[config.mk]
export PLATFORM = sky130hd
export DESIGN_NAME = dual_port_ram_ctl_flat
export DESIGN_NICKNAME = d
export VERILOG_FILES = /design/src/rtl/dual_port_ram_ctl_if.sv /design/src/rtl/dual_port_ram_ctl.sv /design/src/flat_wrapper.sv
export SDC_FILE = /design/constraint.sdc
export NUM_CORES = 1
export LEC_CHECK = 0
export ABC_CLOCK_PERIOD_IN_PS = 2050
export CORE_ASPECT_RATIO = 0.75
export CORE_UTILIZATION = 45
export CTS_BUF_LIST = sky130_fd_sc_hd__clkbuf_8
export CTS_CLUSTER_SIZE = 12
export DETAILED_ROUTE_END_ITERATION = 8
export PLACE_DENSITY_LB_ADDON = 0.15
export SYNTH_ARGS = -nofsm -noshare
export SYNTH_HDL_FRONTEND = slang
export SYNTH_SLANG_ARGS = --single-unit
[constraint.sdc]
create_clock -name clk -period 2.05 [get_ports clk]
set_input_delay 0.205 -clock clk [delete_from_list [all_inputs] [get_ports clk]]
set_output_delay 0.205 -clock clk [all_outputs]
set_load 0.03 [all_outputs]
[src/rtl/dual_port_ram_ctl_if.sv]
`default_nettype none
// ============================================================================
// Module      : dual_port_ram_ctl_if
// Description : Bundle of the write port, the read port and the status
//               signals of dual_port_ram_ctl.
//               master : drives wr_en/wr_addr/wr_data and rd_en/rd_addr,
//                        receives rd_data/rd_valid/busy
//               slave  : the RAM side (the opposite directions)
// Revision    : 1.0 - initial release
// ============================================================================
interface dual_port_ram_ctl_if #(
    parameter int unsigned DATA_W = 8,
    parameter int unsigned ADDR_W = 4
);
    logic              wr_en;
    logic [ADDR_W-1:0] wr_addr;
    logic [DATA_W-1:0] wr_data;
    logic              rd_en;
    logic [ADDR_W-1:0] rd_addr;
    logic [DATA_W-1:0] rd_data;
    logic              rd_valid;
    logic              busy;

    modport master (
        output wr_en, wr_addr, wr_data, rd_en, rd_addr,
        input  rd_data, rd_valid, busy
    );

    modport slave (
        input  wr_en, wr_addr, wr_data, rd_en, rd_addr,
        output rd_data, rd_valid, busy
    );
endinterface
`default_nettype wire

[src/rtl/dual_port_ram_ctl.sv]
`default_nettype none
// ============================================================================
// Module      : dual_port_ram_ctl
// Description : Simple-dual-port RAM (one write port, one read port) with a
//               read latency of 1 or 2 cycles, a read-valid pulse, a
//               selectable read-during-write collision mode and a clear
//               sequencer that fills every word with CLR_VAL after reset.
// Ports       : clk - clock, all logic on the rising edge
//               rst - synchronous active-high reset, starts the clear
//               bus - dual_port_ram_ctl_if.slave (write port, read port,
//                     rd_data / rd_valid / busy)
// Revision    : 1.0 - initial release
// ============================================================================
module dual_port_ram_ctl #(
    parameter int unsigned       DATA_W   = 8,
    parameter int unsigned       ADDR_W   = 4,
    parameter int unsigned       RD_LAT   = 1,
    parameter bit                WR_FIRST = 1'b1,
    parameter logic [DATA_W-1:0] CLR_VAL  = '0
) (
    input wire logic           clk,
    input wire logic           rst,
    dual_port_ram_ctl_if.slave bus
);
    localparam int unsigned       c_DEPTH    = 1 << ADDR_W;
    localparam logic [0:0]        c_ST_CLEAR = 1'b0;
    localparam logic [0:0]        c_ST_RUN   = 1'b1;
    localparam logic [ADDR_W-1:0] c_CLR_LAST = {ADDR_W{1'b1}};

    logic [0:0]        r_state;
    logic [0:0]        w_state_nxt;
    logic [ADDR_W-1:0] r_clr_cnt;
    logic              r_busy;
    logic [DATA_W-1:0] r_mem [c_DEPTH];

    logic              w_run;
    logic              w_wr;
    logic              w_rd;
    logic              w_clr_we;
    logic              w_mem_we;
    logic [ADDR_W-1:0] w_mem_addr;
    logic [DATA_W-1:0] w_mem_data;
    logic [DATA_W-1:0] w_rd_word;
    logic [DATA_W-1:0] r_rd_data;
    logic              r_rd_valid;

    // Both ports are dead while rst is high or the clear is still running.
    assign w_run    = (r_state == c_ST_RUN) && !rst;
    assign w_wr     = w_run && bus.wr_en;
    assign w_rd     = w_run && bus.rd_en;
    assign w_clr_we = (r_state == c_ST_CLEAR) && !rst;

    // The clear sequencer shares the single array write port.
    assign w_mem_we   = w_clr_we || w_wr;
    assign w_mem_addr = w_clr_we ? r_clr_cnt : bus.wr_addr;
    assign w_mem_data = w_clr_we ? CLR_VAL   : bus.wr_data;

    // Same-address bypass selects new data only in write-first mode; the
    // array itself always returns the pre-write contents.
    assign w_rd_word = (WR_FIRST && w_wr && (bus.wr_addr == bus.rd_addr))
                       ? bus.wr_data : r_mem[bus.rd_addr];

    always_comb begin
        w_state_nxt = r_state;
        case (r_state)
            c_ST_CLEAR: if (r_clr_cnt == c_CLR_LAST) w_state_nxt = c_ST_RUN;
            default:    w_state_nxt = r_state;
        endcase
    end

    always_ff @(posedge clk) begin
        if (rst) begin
            r_state   <= c_ST_CLEAR;
            r_clr_cnt <= '0;
            r_busy    <= 1'b1;
        end else begin
            r_state <= w_state_nxt;
            r_busy  <= (w_state_nxt == c_ST_CLEAR);
            // Wraps to 0 on the same edge that leaves CLEAR.
            if (w_clr_we) r_clr_cnt <= r_clr_cnt + ADDR_W'(1);
        end
    end

    // Array: no reset, one write and one read per cycle.
    always_ff @(posedge clk) begin
        if (w_mem_we) r_mem[w_mem_addr] <= w_mem_data;
    end

    generate
        if (RD_LAT == 1) begin : g_lat1
            always_ff @(posedge clk) begin
                if (rst) begin
                    r_rd_data  <= '0;
                    r_rd_valid <= 1'b0;
                end else begin
                    r_rd_valid <= w_rd;
                    if (w_rd) r_rd_data <= w_rd_word;
                end
            end
        end else begin : g_lat2
            logic [DATA_W-1:0] r_s1_data;
            logic              r_s1_valid;

            always_ff @(posedge clk) begin
                if (rst) begin
                    r_s1_data  <= '0;
                    r_s1_valid <= 1'b0;
                    r_rd_data  <= '0;
                    r_rd_valid <= 1'b0;
                end else begin
                    r_s1_valid <= w_rd;
                    if (w_rd) r_s1_data <= w_rd_word;
                    r_rd_valid <= r_s1_valid;
                    if (r_s1_valid) r_rd_data <= r_s1_data;
                end
            end
        end
    endgenerate

    assign bus.rd_data  = r_rd_data;
    assign bus.rd_valid = r_rd_valid;
    assign bus.busy     = r_busy;
endmodule
`default_nettype wire
[src/flat_wrapper.sv]
// flat-port wrapper written by rule: the top's interface ports become plain ports
module dual_port_ram_ctl_flat 
#(
    parameter int unsigned       DATA_W   = 8,
    parameter int unsigned       ADDR_W   = 4,
    parameter int unsigned       RD_LAT   = 1,
    parameter bit                WR_FIRST = 1'b1,
    parameter logic [DATA_W-1:0] CLR_VAL  = '0
)
  (clk, rst, bus_wr_en, bus_wr_addr, bus_wr_data, bus_rd_en, bus_rd_addr, bus_rd_data, bus_rd_valid, bus_busy);
  dual_port_ram_ctl_if #(.DATA_W(DATA_W), .ADDR_W(ADDR_W)) bus_i ();
  input wire logic clk;
  input wire logic rst;
  input wire logic [$bits(bus_i.wr_en)-1:0] bus_wr_en;
  input wire logic [$bits(bus_i.wr_addr)-1:0] bus_wr_addr;
  input wire logic [$bits(bus_i.wr_data)-1:0] bus_wr_data;
  input wire logic [$bits(bus_i.rd_en)-1:0] bus_rd_en;
  input wire logic [$bits(bus_i.rd_addr)-1:0] bus_rd_addr;
  output wire logic [$bits(bus_i.rd_data)-1:0] bus_rd_data;
  output wire logic [$bits(bus_i.rd_valid)-1:0] bus_rd_valid;
  output wire logic [$bits(bus_i.busy)-1:0] bus_busy;
  assign bus_i.wr_en = bus_wr_en;
  assign bus_i.wr_addr = bus_wr_addr;
  assign bus_i.wr_data = bus_wr_data;
  assign bus_i.rd_en = bus_rd_en;
  assign bus_i.rd_addr = bus_rd_addr;
  assign bus_rd_data = bus_i.rd_data;
  assign bus_rd_valid = bus_i.rd_valid;
  assign bus_busy = bus_i.busy;
  dual_port_ram_ctl #(.DATA_W(DATA_W), .ADDR_W(ADDR_W), .RD_LAT(RD_LAT), .WR_FIRST(WR_FIRST), .CLR_VAL(CLR_VAL)) u_core (.clk(clk), .rst(rst), .bus(bus_i));
endmodule
== Yosys cells after proc, flatten, opt, wreduce, memory -nomap -nowiden ==
Memories as Yosys holds them, arrays and structs flattened. A register that Yosys moved wholly into a read port is not among the register bits.
Index checks and enable logic that the tools add are counted.

* Bits of input ports: 20
* Memories: 1
* Output and inout bits: 10
* Bits in writable memories: 128
* Latch bits: 0
* Bits in read-only memories: 0
* Bits in registers: 7

* Mux-type cells: 6
* Bitwise operators: 2
* Multiply operators: 0
* Magnitude comparators: 0
* Shifts and indexed selects: 0
* Divide/modulo/power cells: 0
* Add/sub/neg operators: 1
* Reduce and logical (&&, ||, !) cells: 6
* Equal/unequal tests: 1

{| class="wikitable"
|+ Memory list
! name !! words !! bits a word !! read ports !! clocked after memory_dff !! write ports !! line !! text
|-
| u_core.r_mem || 16 || 8 || 1 || 1 || 1 || dual_port_ram_ctl.sv:34 || <nowiki>logic [DATA_W-1:0] r_mem [c_DEPTH];</nowiki>
|}

{| class="wikitable"
|+ Operators by type and width
! cell !! number
|-
| 8-bit 2-to-1 mux || 1
|-
| 4-bit by 1-bit adder with 4-bit output, second input constant || 1
|-
| 4-bit equality test, second input constant || 1
|-
| 1-bit logical AND || 4
|-
| 1-bit 2-to-1 mux || 4
|-
| 4-bit 2-to-1 mux || 1
|-
| 1-bit NOT || 2
|-
| 1-bit zero test || 1
|-
| 1-bit logical OR || 1
|}

== Logic depth before layout (Yosys ltp) ==
* Depth after elaboration: 6
* Mapped depth: 8
* Depth with buffers taken out: 6

== Least setup slack after synthesis ==
OpenSTA, ideal clock, no wires.

* Path kind: input to register
* From: input port bus_rd_addr[0]
* To: register u_core.r_rd_data[0], in the netlist u_core.bus.rd_data[0], read port of u_core.r_mem
* Required time: 1.928 ns
* Data arrival time: 1.848 ns
* Path buffers: 2
* Stages on the path: 6
* Slack: 0.080 ns
* Cells stage by stage: clkbuf_1 -> buf_2 -> mux4_2 -> a22oi_1 -> a21oi_2 -> a311o_1

{| class="wikitable"
|+ RTL lines
! element !! line !! text
|-
| from (decl) || flat_wrapper.sv:18 || <nowiki>input wire logic [$bits(bus_i.rd_addr)-1:0] bus_rd_addr;</nowiki>
|-
| to (decl) || dual_port_ram_ctl.sv:44 || <nowiki>logic [DATA_W-1:0] r_rd_data;</nowiki>
|}

== Final worst setup path ==
* From: register u_core.r_state
* To: register u_core.r_rd_data[2], in the netlist u_core.bus.rd_data[2], read port of u_core.r_mem

* Word-level cells in the longest chain between the ends: 2

{| class="wikitable"
|+ Ends and longest elaborated chain
! element !! line !! text
|-
| from (decl) || dual_port_ram_ctl.sv:30 || <nowiki>logic [0:0] r_state;</nowiki>
|-
| from (signal assigned) || dual_port_ram_ctl.sv:73 || <nowiki>r_state <= c_ST_CLEAR;</nowiki>
|-
| from (signal assigned) || dual_port_ram_ctl.sv:77 || <nowiki>r_state <= w_state_nxt;</nowiki>
|-
| 1-bit logical AND || dual_port_ram_ctl.sv:48 || <nowiki>assign w_run = (r_state == c_ST_RUN) && !rst;</nowiki>
|-
| 1-bit logical AND || dual_port_ram_ctl.sv:50 || <nowiki>assign w_rd = w_run && bus.rd_en;</nowiki>
|}

No other way between the ends.
A chain may end at the register's enable or synchronous reset.

==> metrics <==
status finished clean; gr usage total 0.2125; power density over cell area 823.2 nW/um^2; syn avg cell area 18.40 um^2; Pre-antenna DRT Iters 4; NumNets Final a little over 400; number of remaining DRC errors 0; Seq/Total Area, Yosys 0.7266; Ys Warns 0; clk_lat worst skew 0.44 ns; ys async rst share 0; Final GP Congestion 0.8508; fin area 6928 um^2; number of antenna diodes 0; Synth Area in Simple Gates 0.05660; # fillers 964; Most used DFF post-synth edfxtp_1; FMAX around 0.51 GHz; Slew Viols, Final 0; I/O pin cnt 30; DRT iter0 DRCs between 200 and 300; commonest non-fill, non-tap cells in the layout edfxtp_1, buf_4, mux4_2, clkdlybuf4s50_1; Leak 2.301 nW; drt total wl 12770 um; VDD IR-drop max 485.3 uV; CTS sink cnt ~140; layout cells sized above 1 0.3117; first-pass GRT wire length ~19000 um; total gr overflow 0; hold_buf cts 0; DRT antenna net count 0; EDFF count, synth 128; TritonCTS Buffers 17; Max-slew headroom 0.5355; initial antenna violation count 0; P&R area growth vs syn 21.48%; area of the multi-input gates 1516 um^2; Mapped Nets 331; row cnt 35; Worst Tran Pin Value 0.6968 ns; Worst Path Max Fanout 8; Initial Util 0.4634; Cells after Synth slightly above 300; commonest non-fill, non-tap cell in the layout edfxtp_1; H-tree Lvls 4; placed cell areas 6528 um^2; Max clock buf depth 2; Yosys reg bits 143; Adder-Cell Fraction of Synth Area 0.002194; critical path required time 2.37 ns; Vias/cell 5.584; Worst Hold Class reg2reg; largest family of logic cells by synthesized area multiplexers; CTS Root Cell clkbuf_8; Clock Skews 0.01628 ns; post-layout util 0.5630; RSZ-0062 raised after global routing false; Die W 132.0 um; pin count of the biggest net entering global routing 20; Critical Path Sink Type flop; mux cell area share after synthesis 0.1351; fraction of synthesized cell area in xor and xnor cells 0.009215; Setup Buffers After CTS 0; vias in the first global route 3191; worst setup path class reg2reg; final hold viol count 0; Compound-Gate Fraction of Synth Area 0.05485; post-synth cell types 34; chip height slightly below 100 um; DP HPWL 8608 um; clk slew on worst S/H paths ~0.080 ns; fin crit share 0.9494; port buffer count 29; DR WL/cell 22.52 um; # setup viols final 0; via count around 3200; CP startpoint kind flop; maxcap violations 0; CTS tree yes; Cells after DPL 536; Die Footprint 13130 um^2; final cell count without fillers ~570; Core Box Area 12310 um^2; Mapped Area between 5000 and 6000 um^2; Worst EP arrival 2.27 ns; Sequential Area approximately 4100 um^2; crit path time final 1.946 ns
logic make-up (layout without fill, tap and decap cells):
logic type | count (synthesis) | after routing
fa+ha+maj | 1 | 1
compound gates | 41 | 41
mux | 37 | 37
xor+xnor | 6 | 6
simple gates | 64 | 64
buf+inv | 18 | 109
flops | 143 | 143
report_power, final:
part	switching, mW	internal (mW)	leakage [nW]	total, mW
combinational	0.242	0.205	0.824	0.447
clock	1.08	0.949	0.179	2.03
sequential	0.0155	3.21	1.30	3.23
total	1.34	4.36	2.30	5.70
critical path, cell delays in order, from the launching register on:
cell,delay (ns)
dfxtp_4,0.37
or2_4,0.25
mux2i_2,0.25
xnor2_2,0.15
o31ai_4,0.26
buf_4,0.19
a21oi_1,0.07
a311o_1,0.29
routing by layer:
| layer | track usage | vias up | wire (um) |
|---|---|---|---|
| li1 | - | 1406 | - |
| met1 | 0.3060 | 1628 | 6019 |
| met2 | 0.3077 | 118 | 5605 |
| met3 | 0.07136 | 14 | 1008 |
| met4 | 0.06351 | 0 | 137 |
| met5 | 0 | - | 0 |
path summary, 6_finish.rpt:
kind	start	to	slack [ns]	depth (start not counted)
worst max-delay path	u_core.r_state$_SDFF_PP0_	u_core.bus.rd_data[2]$_SDFFE_PP0P_	0.10	7
worst min register to register	u_core.bus.rd_data[3]$_SDFFE_PP0P_	u_core.bus.rd_data[3]$_SDFFE_PP0P_	0.53	1
worst min-delay path	u_core.bus.rd_data[3]$_SDFFE_PP0P_	u_core.bus.rd_data[3]$_SDFFE_PP0P_	0.53	1
worst max register to register	u_core.r_state$_SDFF_PP0_	u_core.bus.rd_data[2]$_SDFFE_PP0P_	0.10	7
cell type report:
type / instances / area share
clock buffers: 17 / 0.03377
repair buffers: 75 / 0.1001
flip-flops and latches: 143 / 0.5987
multi-input cells: 149 / 0.2189
inverters: 3 / 0.001625
clock inverters: 14 / 0.01698
well taps: 166 / 0.02998
cell usage after synthesis, types with 3 or more instances:
master    instances  area [um^2]
mux2i_1           5        50.05
and2_1           17        106.4
nand2_1           8        30.03
a22oi_1          16        120.1
buf_2             4        20.02
clkbuf_1          6        22.52
buf_1             3        11.26
nor2_1           24        90.09
mux4_2           32        720.7
a21oi_1           8        40.04
a31oi_1           5        31.28
nor2b_1           4        25.02
dfxtp_1          15        300.3
inv_1             3        11.26
xor2_1            4        35.03
a311o_1           6        60.06
edfxtp_1        128         3844
through the flow:
stage               hold WS, ns  power, mW  TNS, ns  worst slack [ns]
finish                   0.5276      5.703        0            0.1037
global route             0.5435      5.907        0           0.02099
CTS                      0.5073      5.732        0           0.01704
detailed placement       0.5080      3.731   -22.04           -0.3226
global placement         0.5059      3.725   -16.54           -0.2478
floorplan                0.4494      3.507        0           0.08033
sequential cells by signal, summed over array words and instances (netlist names):
register and cells:
u_core.bus.rd_valid 1, u_core.r_clr_cnt 4, u_core.bus.busy 1, u_core.r_state 1
u_core.bus.rd_data 8, u_core.r_mem 128
what timing repair did:
| action | in CTS | in global routing |
|---|---|---|
| setup endpoints to repair | 72 | 48 |
| resized for setup | 8 | 9 |
| pin swaps | 0 | 0 |
(Power assumes the default switching activity.)
